File: src/rtl/gate_compare_pkg.sv
// gate_compare_pkg: shared op encodings, FSM state type and width limits for gate_compare_unit.
package gate_compare_pkg;
    typedef enum logic [2:0] {
        OP_AND   = 3'd0,
        OP_OR    = 3'd1,
        OP_NAND  = 3'd2,
        OP_NOR   = 3'd3,
        OP_XOR   = 3'd4,
        OP_XNOR  = 3'd5,
        OP_NOT_A = 3'd6,
        OP_PASS  = 3'd7
    } op_t;
    typedef enum logic [1:0] {
        S_IDLE  = 2'd0,
        S_EVAL  = 2'd1,
        S_SWEEP = 2'd2,
        S_DONE  = 2'd3
    } state_t;
    localparam int WIDTH_MIN = 1;
    localparam int WIDTH_MAX = 8;
endpackage

File: src/rtl/nor_gate_net.sv
// nor_gate_net: bitwise logic function of a and b selected by op, built only from NOR primitives.
module nor_gate_net #(
    parameter int WIDTH = 4
) (
    input  logic [WIDTH-1:0] a,
    input  logic [WIDTH-1:0] b,
    input  logic [2:0]       op,
    output logic [WIDTH-1:0] y
);
    logic [2:0] op_n;
    logic [7:0] sel;
    logic [7:0] sel_n;
    nor (op_n[0], op[0], op[0]);
    nor (op_n[1], op[1], op[1]);
    nor (op_n[2], op[2], op[2]);
    // one-hot op decode: sel[k] is the NOR of the literals that must be 0 for op == k
    for (genvar k = 0; k < 8; k++) begin : g_dec
        localparam logic [2:0] K = 3'(k);
        nor (sel[k], K[0] ? op_n[0] : op[0], K[1] ? op_n[1] : op[1], K[2] ? op_n[2] : op[2]);
        nor (sel_n[k], sel[k], sel[k]);
    end
    for (genvar j = 0; j < WIDTH; j++) begin : g_bit
        logic na, nb, f_nor, f_or, f_and, f_nand, f_xor, f_xnor, f_pass, y_n;
        logic [7:0] f;
        logic [7:0] f_n;
        logic [7:0] t;
        nor (na, a[j], a[j]);
        nor (nb, b[j], b[j]);
        nor (f_nor, a[j], b[j]);
        nor (f_or, f_nor, f_nor);
        nor (f_and, na, nb);
        nor (f_nand, f_and, f_and);
        nor (f_xor, f_and, f_nor);
        nor (f_xnor, f_xor, f_xor);
        nor (f_pass, na, na);
        assign f = {f_pass, na, f_xnor, f_xor, f_nor, f_nand, f_or, f_and};
        for (genvar k = 0; k < 8; k++) begin : g_term
            nor (f_n[k], f[k], f[k]);
            nor (t[k], sel_n[k], f_n[k]);
        end
        nor (y_n, t[0], t[1], t[2], t[3], t[4], t[5], t[6], t[7]);
        nor (y[j], y_n, y_n);
    end
endmodule

File: src/rtl/gate_compare_unit.sv
// gate_compare_unit: evaluates a logic op on a NOR-only net and an operator expression, flagging disagreement.
module gate_compare_unit
    import gate_compare_pkg::*;
#(
    parameter int WIDTH = 4,
    parameter int CNT_W = 16
) (
    input  logic             clk,
    input  logic             rst_n,
    input  logic             start,
    input  logic             mode,
    input  logic [2:0]       op,
    input  logic [WIDTH-1:0] a_in,
    input  logic [WIDTH-1:0] b_in,
    input  logic             inject_fault,
    output logic             busy,
    output logic             done,
    output logic [WIDTH-1:0] result,
    output logic             mismatch,
    output logic [CNT_W-1:0] err_count
);
    localparam int CW = 2 * WIDTH;
    state_t           state;
    op_t              op_q;
    logic [WIDTH-1:0] a_q, b_q;
    logic [CW-1:0]    cnt;
    logic [WIDTH-1:0] in_a, in_b, net_y, s_res, b_res;
    logic             eval, diff;
    assign eval  = state == S_EVAL || state == S_SWEEP;
    assign in_a  = state == S_SWEEP ? cnt[WIDTH-1:0] : a_q;
    assign in_b  = state == S_SWEEP ? cnt[CW-1:WIDTH] : b_q;
    nor_gate_net #(.WIDTH(WIDTH)) u_net (
        .a  (in_a),
        .b  (in_b),
        .op (op_q),
        .y  (net_y)
    );
    assign s_res = net_y ^ WIDTH'(inject_fault);
    assign b_res = op_q == OP_AND   ? in_a & in_b    :
                   op_q == OP_OR    ? in_a | in_b    :
                   op_q == OP_NAND  ? ~(in_a & in_b) :
                   op_q == OP_NOR   ? ~(in_a | in_b) :
                   op_q == OP_XOR   ? in_a ^ in_b    :
                   op_q == OP_XNOR  ? ~(in_a ^ in_b) :
                   op_q == OP_NOT_A ? ~in_a          : in_a;
    assign diff  = s_res != b_res;
    assign busy  = state != S_IDLE;
    assign done  = state == S_DONE;
    always_ff @(posedge clk or negedge rst_n) begin
        if (!rst_n) begin
            state     <= S_IDLE;
            op_q      <= OP_AND;
            a_q       <= '0;
            b_q       <= '0;
            cnt       <= '0;
            result    <= '0;
            mismatch  <= 1'b0;
            err_count <= '0;
        end else begin
            if (eval) begin
                result <= s_res;
                if (diff) begin
                    mismatch <= 1'b1;
                    if (~&err_count) err_count <= err_count + CNT_W'(1);
                end
            end
            case (state)
                S_IDLE: if (start) begin
                    op_q      <= op_t'(op);
                    a_q       <= mode ? a_q : a_in;
                    b_q       <= mode ? b_q : b_in;
                    cnt       <= '0;
                    mismatch  <= 1'b0;
                    err_count <= '0;
                    state     <= mode ? S_SWEEP : S_EVAL;
                end
                S_EVAL:  state <= S_DONE;
                // the last operand pair ends the sweep without advancing cnt, so it never wraps
                S_SWEEP: if (&cnt) state <= S_DONE;
                         else cnt <= cnt + CW'(1);
                default: state <= S_IDLE;
            endcase
        end
    end
endmodule

File: config.mk
export PLATFORM = sky130hd
export DESIGN_NAME = gate_compare_unit
export DESIGN_NICKNAME = d
export VERILOG_FILES = /design/src/rtl/gate_compare_pkg.sv /design/src/rtl/nor_gate_net.sv /design/src/rtl/gate_compare_unit.sv
export SDC_FILE = /design/constraint.sdc
export NUM_CORES = 1
export LEC_CHECK = 0
export CORE_MARGIN = 2
export CORE_UTILIZATION = 40
export CTS_CLUSTER_SIZE = 14
export DETAILED_ROUTE_END_ITERATION = 10
export PLACE_DENSITY = 0.58
export SYNTH_ARGS = -nofsm -noshare
export SYNTH_HDL_FRONTEND = slang
export SYNTH_SLANG_ARGS = --single-unit
File: constraint.sdc
create_clock -name clk -period 4.2 [get_ports clk]
set_input_delay 0.84 -clock clk [delete_from_list [all_inputs] [get_ports clk]]
set_output_delay 0.84 -clock clk [all_outputs]
set_load 0.05 [all_outputs]
## After elaboration in Yosys (flattened, before gate mapping)

Index checks and enable logic that the tools add are counted.

| storage, ports and cells | value |
|---|---|
| bits in registers | 42 |
| input port bits | 16 |

| cells by class | value |
|---|---|
| add/subtract/negate cells | 2 |
| equal/unequal tests | 13 |
| mux-type cells | 25 |
| bitwise operators | 108 |
| reductions and logical operators | 23 |

Operators by type and width:

| operator | number |
|---|---|
| two-way mux 16 bit | 5 |
| inverter 1 bit | 56 |
| bitwise OR 1 bit | 44 |
| two-way mux 4 bit | 9 |
| OR reduction 8 bit | 4 |
| OR reduction 3 bit | 8 |
| adder 16 x 1 -> 16 bit, second input constant | 1 |
| two-way mux 8 bit | 2 |
| inverter 4 bit | 4 |
| case mux 8 bit (2 select lines) | 1 |
| AND reduction 16 bit | 1 |
| == test 3 bit, second input constant | 3 |
| adder 8 x 1 -> 8 bit, second input constant | 1 |
| AND reduction 8 bit | 1 |
| == test 3 x 2 -> 1 bit, second input constant | 2 |
| two-way mux 2 bit | 3 |
| case mux 2 bit (3 select lines) | 1 |
| AND reduction 3 bit | 2 |
| bitwise AND 4 bit | 1 |
| == test 2 bit, second input constant | 2 |
| two-way mux 1 bit | 4 |
| inequality test 2 bit, second input constant | 2 |
| inequality test 4 bit | 1 |
| bitwise OR 4 bit | 1 |
| 10 further kinds | 12 |

## Logic depth before layout (Yosys ltp)

| depth | value |
|---|---|
| depth in word-level cells | 16 |
| gate-level depth with buffers | 11 |

## Hierarchy

A second synthesis with hierarchy kept.

| second synthesis, totals | value |
|---|---|
| cell total of the unflattened synthesis | 397 |
| area total of the unflattened synthesis | 3489.6 um2 |

By module, submodules not included:

| module | instances | cells each | area an instance (um2) | seq. area each (um2) |
|---|---|---|---|---|
| gate_compare_unit | 1 | 344 | 3052.9 | 1051.0 |
| nor_gate_net | 1 | 53 | 436.7 | 0.0 |

## Least setup slack after synthesis

No wires, ideal clock.

| path | value |
|---|---|
| path kind | reg2reg |
| from | reg state[0] |
| to | reg result[0] |
| library setup time | 125 ps |
| arrival time | 2477 ps |
| required time | 4075 ps |
| slack | 1599 ps |
| stages on the path, launching flop included | 12 |
| period minus slack after synthesis | 2601 ps |
| path through | dfrtp_1 > inv_1 > ha_1 > buf_2 > mux2_2 > inv_1 > ha_1 > inv_1 > mux4_2 > o2111ai_1 > xor2_1 > mux2_2 |

| on the way | value |
|---|---|
| word-level cells in the longest chain between the ends | 11 |
| elaborated cells between the ends (all ways) | 31 |
| those cells by class | eq/ne: 2; mux: 2; bitwise: 25; reduce/logical: 2 |

Ends and longest elaborated chain:

| element | RTL line | text |
|---|---|---|
| from (decl) | gate_compare_unit.sv:23 | `state_t state;` |
| from (signal assigned) | gate_compare_unit.sv:75 | `state <= mode ? S_SWEEP : S_EVAL;` |
| == test 2 bit | gate_compare_unit.sv:29, gate_compare_unit.sv:30, gate_compare_unit.sv:31 |  |
| two-way mux 4 bit (on tied branches) | gate_compare_unit.sv:30, gate_compare_unit.sv:31 |  |
| inverter 1 bit (on tied branches) | nor_gate_net.sv:27, nor_gate_net.sv:38, nor_gate_net.sv:28 |  |
| bitwise OR 1 bit | nor_gate_net.sv:31 | `nor (f_and, na, nb);` |
| inverter 1 bit | nor_gate_net.sv:31, nor_gate_net.sv:38 |  |
| bitwise OR 1 bit | nor_gate_net.sv:33 | `nor (f_xor, f_and, f_nor);` |
| inverter 1 bit | -- |  |
| bitwise OR 1 bit | nor_gate_net.sv:39 | `nor (t[k], sel_n[k], f_n[k]);` |
| inverter 1 bit | nor_gate_net.sv:39 |  |
| OR reduction 8 bit | nor_gate_net.sv:41 | `nor (y_n, t[0], t[1], t[2], t[3], t[4], t[5], t[6], t[7]);` |
| bitwise XOR 4 x 1 -> 4 bit | gate_compare_unit.sv:38 | `assign s_res = net_y ^ WIDTH'(inject_fault);` |
| to (signal assigned) | gate_compare_unit.sv:61 | `result <= s_res;` |
| to (decl) | gate_compare_unit.sv:18 | `output logic [WIDTH-1:0] result,` |

Parallel ways exist; a longest one is shown, timed or not.
A chain may end at the register's enable or synchronous reset.

## Worst setup path in the final report

Ends and elaborated chain as after synthesis.

==> summary.md <==
| Metric | Value |
|---|---|
| Rel. slew slack | `24.6%` |
| LEAKAGE | `1.30 nW` |
| Post-Syn Nets | `297` |
| GRT Total Usage | `16.9%` |
| WL final | `5430 um` |
| CTS tree | `done` |
| Commonest non-fill, non-tap cell in the layout | `dfrtp_1` |
| Crit-path cells | `inv_1 > ha_1 > mux2i_1 > inv_1 > ha_1 > mux4_2 > o2111ai_1 > xor2_1 > mux2_2` |
| CP required | `4.38 ns` |
| Crit path kind | `reg -> reg` |
| Worst Path Buf+Inv | `2` |
| Clk_skew | `0.0103 ns` |
| Number of flops mapped to enable cells by yosys | `0` |
| PostCTS Resize Cnt | `0` |
| Post-CTS setup buffer count | `0` |
| Worst Setup Start Kind | `register` |
| Clock transition at path regs | `0.08 ns` |
| WP data arrival | `3.18 ns` |
| Minimum clock period | `3.00 ns` |
| Routed wire per std cell | `14.4 um` |
| PD cells | `655 nW/um2` |
| Antenna diodes | `0` |
| Most frequent cells in the layout | `dfrtp_1 (42), clkdlybuf4s50_1 (37), nand2_1 (30)` |
| H-tree levels | `2` |
| Placed cells | `369` |
| Total CTS buffers | `5` |
| Post-synthesis cell type count | `47` |
| Vias in the first global route | `2030` |
| Sequential area share after synthesis | `41.1%` |
| Critical path peak fanout | `14` |
| Filler instances | `595` |
| Number of failing hold endpoints at the final stage | `0` |
| Min-delay worst type | `reg -> reg` |
| Placer Congestion | `0.748` |
| Starting density of the core | `40.7%` |
| IR drop worst, VDD | `0.000340 V` |
| Final Max Tran Viols | `0` |
| Clk sinks | `42` |
| # port buffers | `38` |
| Max clock buf depth | `2` |
| CP top delay family | `multiplexers` |
| Synth Warn # | `0` |
| Max Clk Rate | `333 MHz` |
| Root Driver | `clkbuf_8` |
| Reg area | `1050 um2` |
| P&R area growth vs syn | `19.5%` |
| Fraction of registers with async set or reset after synthesis | `100%` |
| Post-DP HPWL | `3820 um` |
| DRC viols | `0` |
| Slowest-stage cell, CP | `ha_1` |
| Layout cell share with drive strength beyond 1 | `11.0%` |
| Row count | `29` |
| DR iter-0 viols | `89` |
| Area occupied by multi-input gates | `1390 um2` |
| Boundary Pins | `39` |
| Vias/cell | `5.32` |
| CP peak stage delay | `0.54 ns` |
| Status | `complete, no violations` |
| Syn_area_per_cell | `9.61 um2` |
| Global-route wire length before repair | `9710 um` |
| Non-Filler Instances | `376` |
| Register bit count reported by yosys | `42` |
| Final period util | `71.4%` |
| Synth Area in XOR/XNOR | `4.79%` |
| Overflow after GRT | `0` |
| DIE AREA | `7050 um2` |
| Core region area | `6280 um2` |
| Post-CTS Hold Buffers | `0` |
| Die X | `84.0 um` |
| Clock Latency Late Sink | `0.29 ns` |
| Setup_tns | `0 ns` |
| RSZ-0062 raised after global routing | `false` |
| Largest family of logic cells by synthesized area | `simple AND/OR/NAND/NOR gates` |
| Compound-cell area share of the yosys netlist | `12.2%` |
| Top_reg_cell synth | `dfrtp_1` |
| Initial antenna violation count | `0` |
| Worst Setup End Kind | `register` |
| Vias | `2000` |
| Synth Instances | `266` |
| Simple-Gate Fraction of Synth Area | `18.1%` |
| Final Net Count | `330` |
| Setup violations, final | `0` |
| Height of the die | `84.0 um` |
| Mapped Area | `2560 um2` |
| Synth Area in Adders | `7.34%` |
| Total of max-cap violations | `0` |
| Pin count of the biggest net entering global routing | `43` |
| Mux cell area share after synthesis | `11.9%` |
| Final ANT Viol Nets | `0` |
| Worst slew pin tran | `1.12 ns` |
| Pre-antenna DRT Iters | `4` |
-- kinds of logic (layout without fill, tap and decap cells) --
family | Yosys count | count (layout)
compound gates | 45 | 45
xor+xnor | 14 | 14
simple gates | 95 | 95
fa+ha+maj | 15 | 15
flops | 42 | 42
mux | 26 | 26
buf+inv | 29 | 62
-- path summary, 6_finish.rpt --
| check | from | endpoint | slack (ns) | cells past startpoint |
|---|---|---|---|---|
| max reg2reg | state[0] | result[0] | 1.20 | 9 |
| min in group asynchronous | rst_n | b_q[3] | 0.69 | 1 |
| max | state[0] | result[0] | 1.20 | 9 |
| min | result[3] | result[3] | 0.51 | 1 |
| min reg2reg | result[3] | result[3] | 0.51 | 1 |
| max in group asynchronous | rst_n | op_q[2] | 2.91 | 1 |
-- stage by stage --
step / util [%] / hold slack, ns / setup slack (ns) / total power, W / instance area, um2
6_report: 48.7 / 0.510 / 1.20 / 0.00200 / 3060
4_1_cts: 48.7 / 0.512 / 1.17 / 0.00203 / 3060
2_1_floorplan: - / 0.475 / 1.60 / 0.00149 / 2560
3_3_place_gp: 47.4 / 0.484 / 1.31 / 0.00174 / 2980
5_1_grt: 48.7 / 0.533 / 0.995 / 0.00219 / 3060
3_5_place_dp: 47.4 / 0.494 / 1.19 / 0.00177 / 2980
-- cell usage after synthesis (2+ instances only) --
cell / count / area (um2)
dfrtp_1: 42 / 1050
nand2_1: 30 / 113
nor2_1: 25 / 93.8
inv_1: 17 / 63.8
mux2_2: 16 / 180
ha_1: 15 / 188
o21ai_0: 14 / 70.1
nand3_1: 10 / 50.1
a21oi_1: 9 / 45.0
clkbuf_1: 9 / 33.8
mux2i_1: 8 / 80.1
xnor2_1: 7 / 61.3
xor2_1: 7 / 61.3
nor3_1: 6 / 30.0
nand4_1: 5 / 31.3
o211ai_1: 4 / 30.0
or3_1: 4 / 25.0
a31oi_1: 3 / 18.8
and2_1: 3 / 18.8
o2111ai_1: 3 / 26.3
mux4_2: 2 / 45.0
o31ai_1: 2 / 15.0
-- final cells by class --
type                    instances  area share, %
clock inverters                 1          0.246
multi-input cells             195           45.5
repair buffers                 38           12.3
inverters                      17           2.09
clock buffers                   6           2.38
well taps                      77           3.15
flip-flops and latches         42           34.4
-- routing by layer --
layer / global-route usage [%] / part of all wire, % / vias to the layer above
li1: - / - / 994
met1: 22.4 / 46 / 963
met2: 28.4 / 49 / 38
met3: 3.17 / 3.7 / 5
met4: 3.96 / 0.70 / 0
met5: 0 / 0 / -
-- sequential cells by signal, indices dropped and copies added, names as in the netlist --
| signal | count |
|---|---|
| b_q | 4 |
| a_q | 4 |
| state | 2 |
| err_count | 16 |
| mismatch | 1 |
| result | 4 |
| op_q | 3 |
| cnt | 8 |
-- power breakdown --
| part | leakage, nW | switching (W) | internal (W) |
|---|---|---|---|
| clock network | 0.0373 | 0.000140 | 0.000114 |
| registers | 0.546 | 0.000132 | 0.000518 |
| logic | 0.714 | 0.000628 | 0.000470 |
Note: power is estimated with default switching activity, not from simulation.
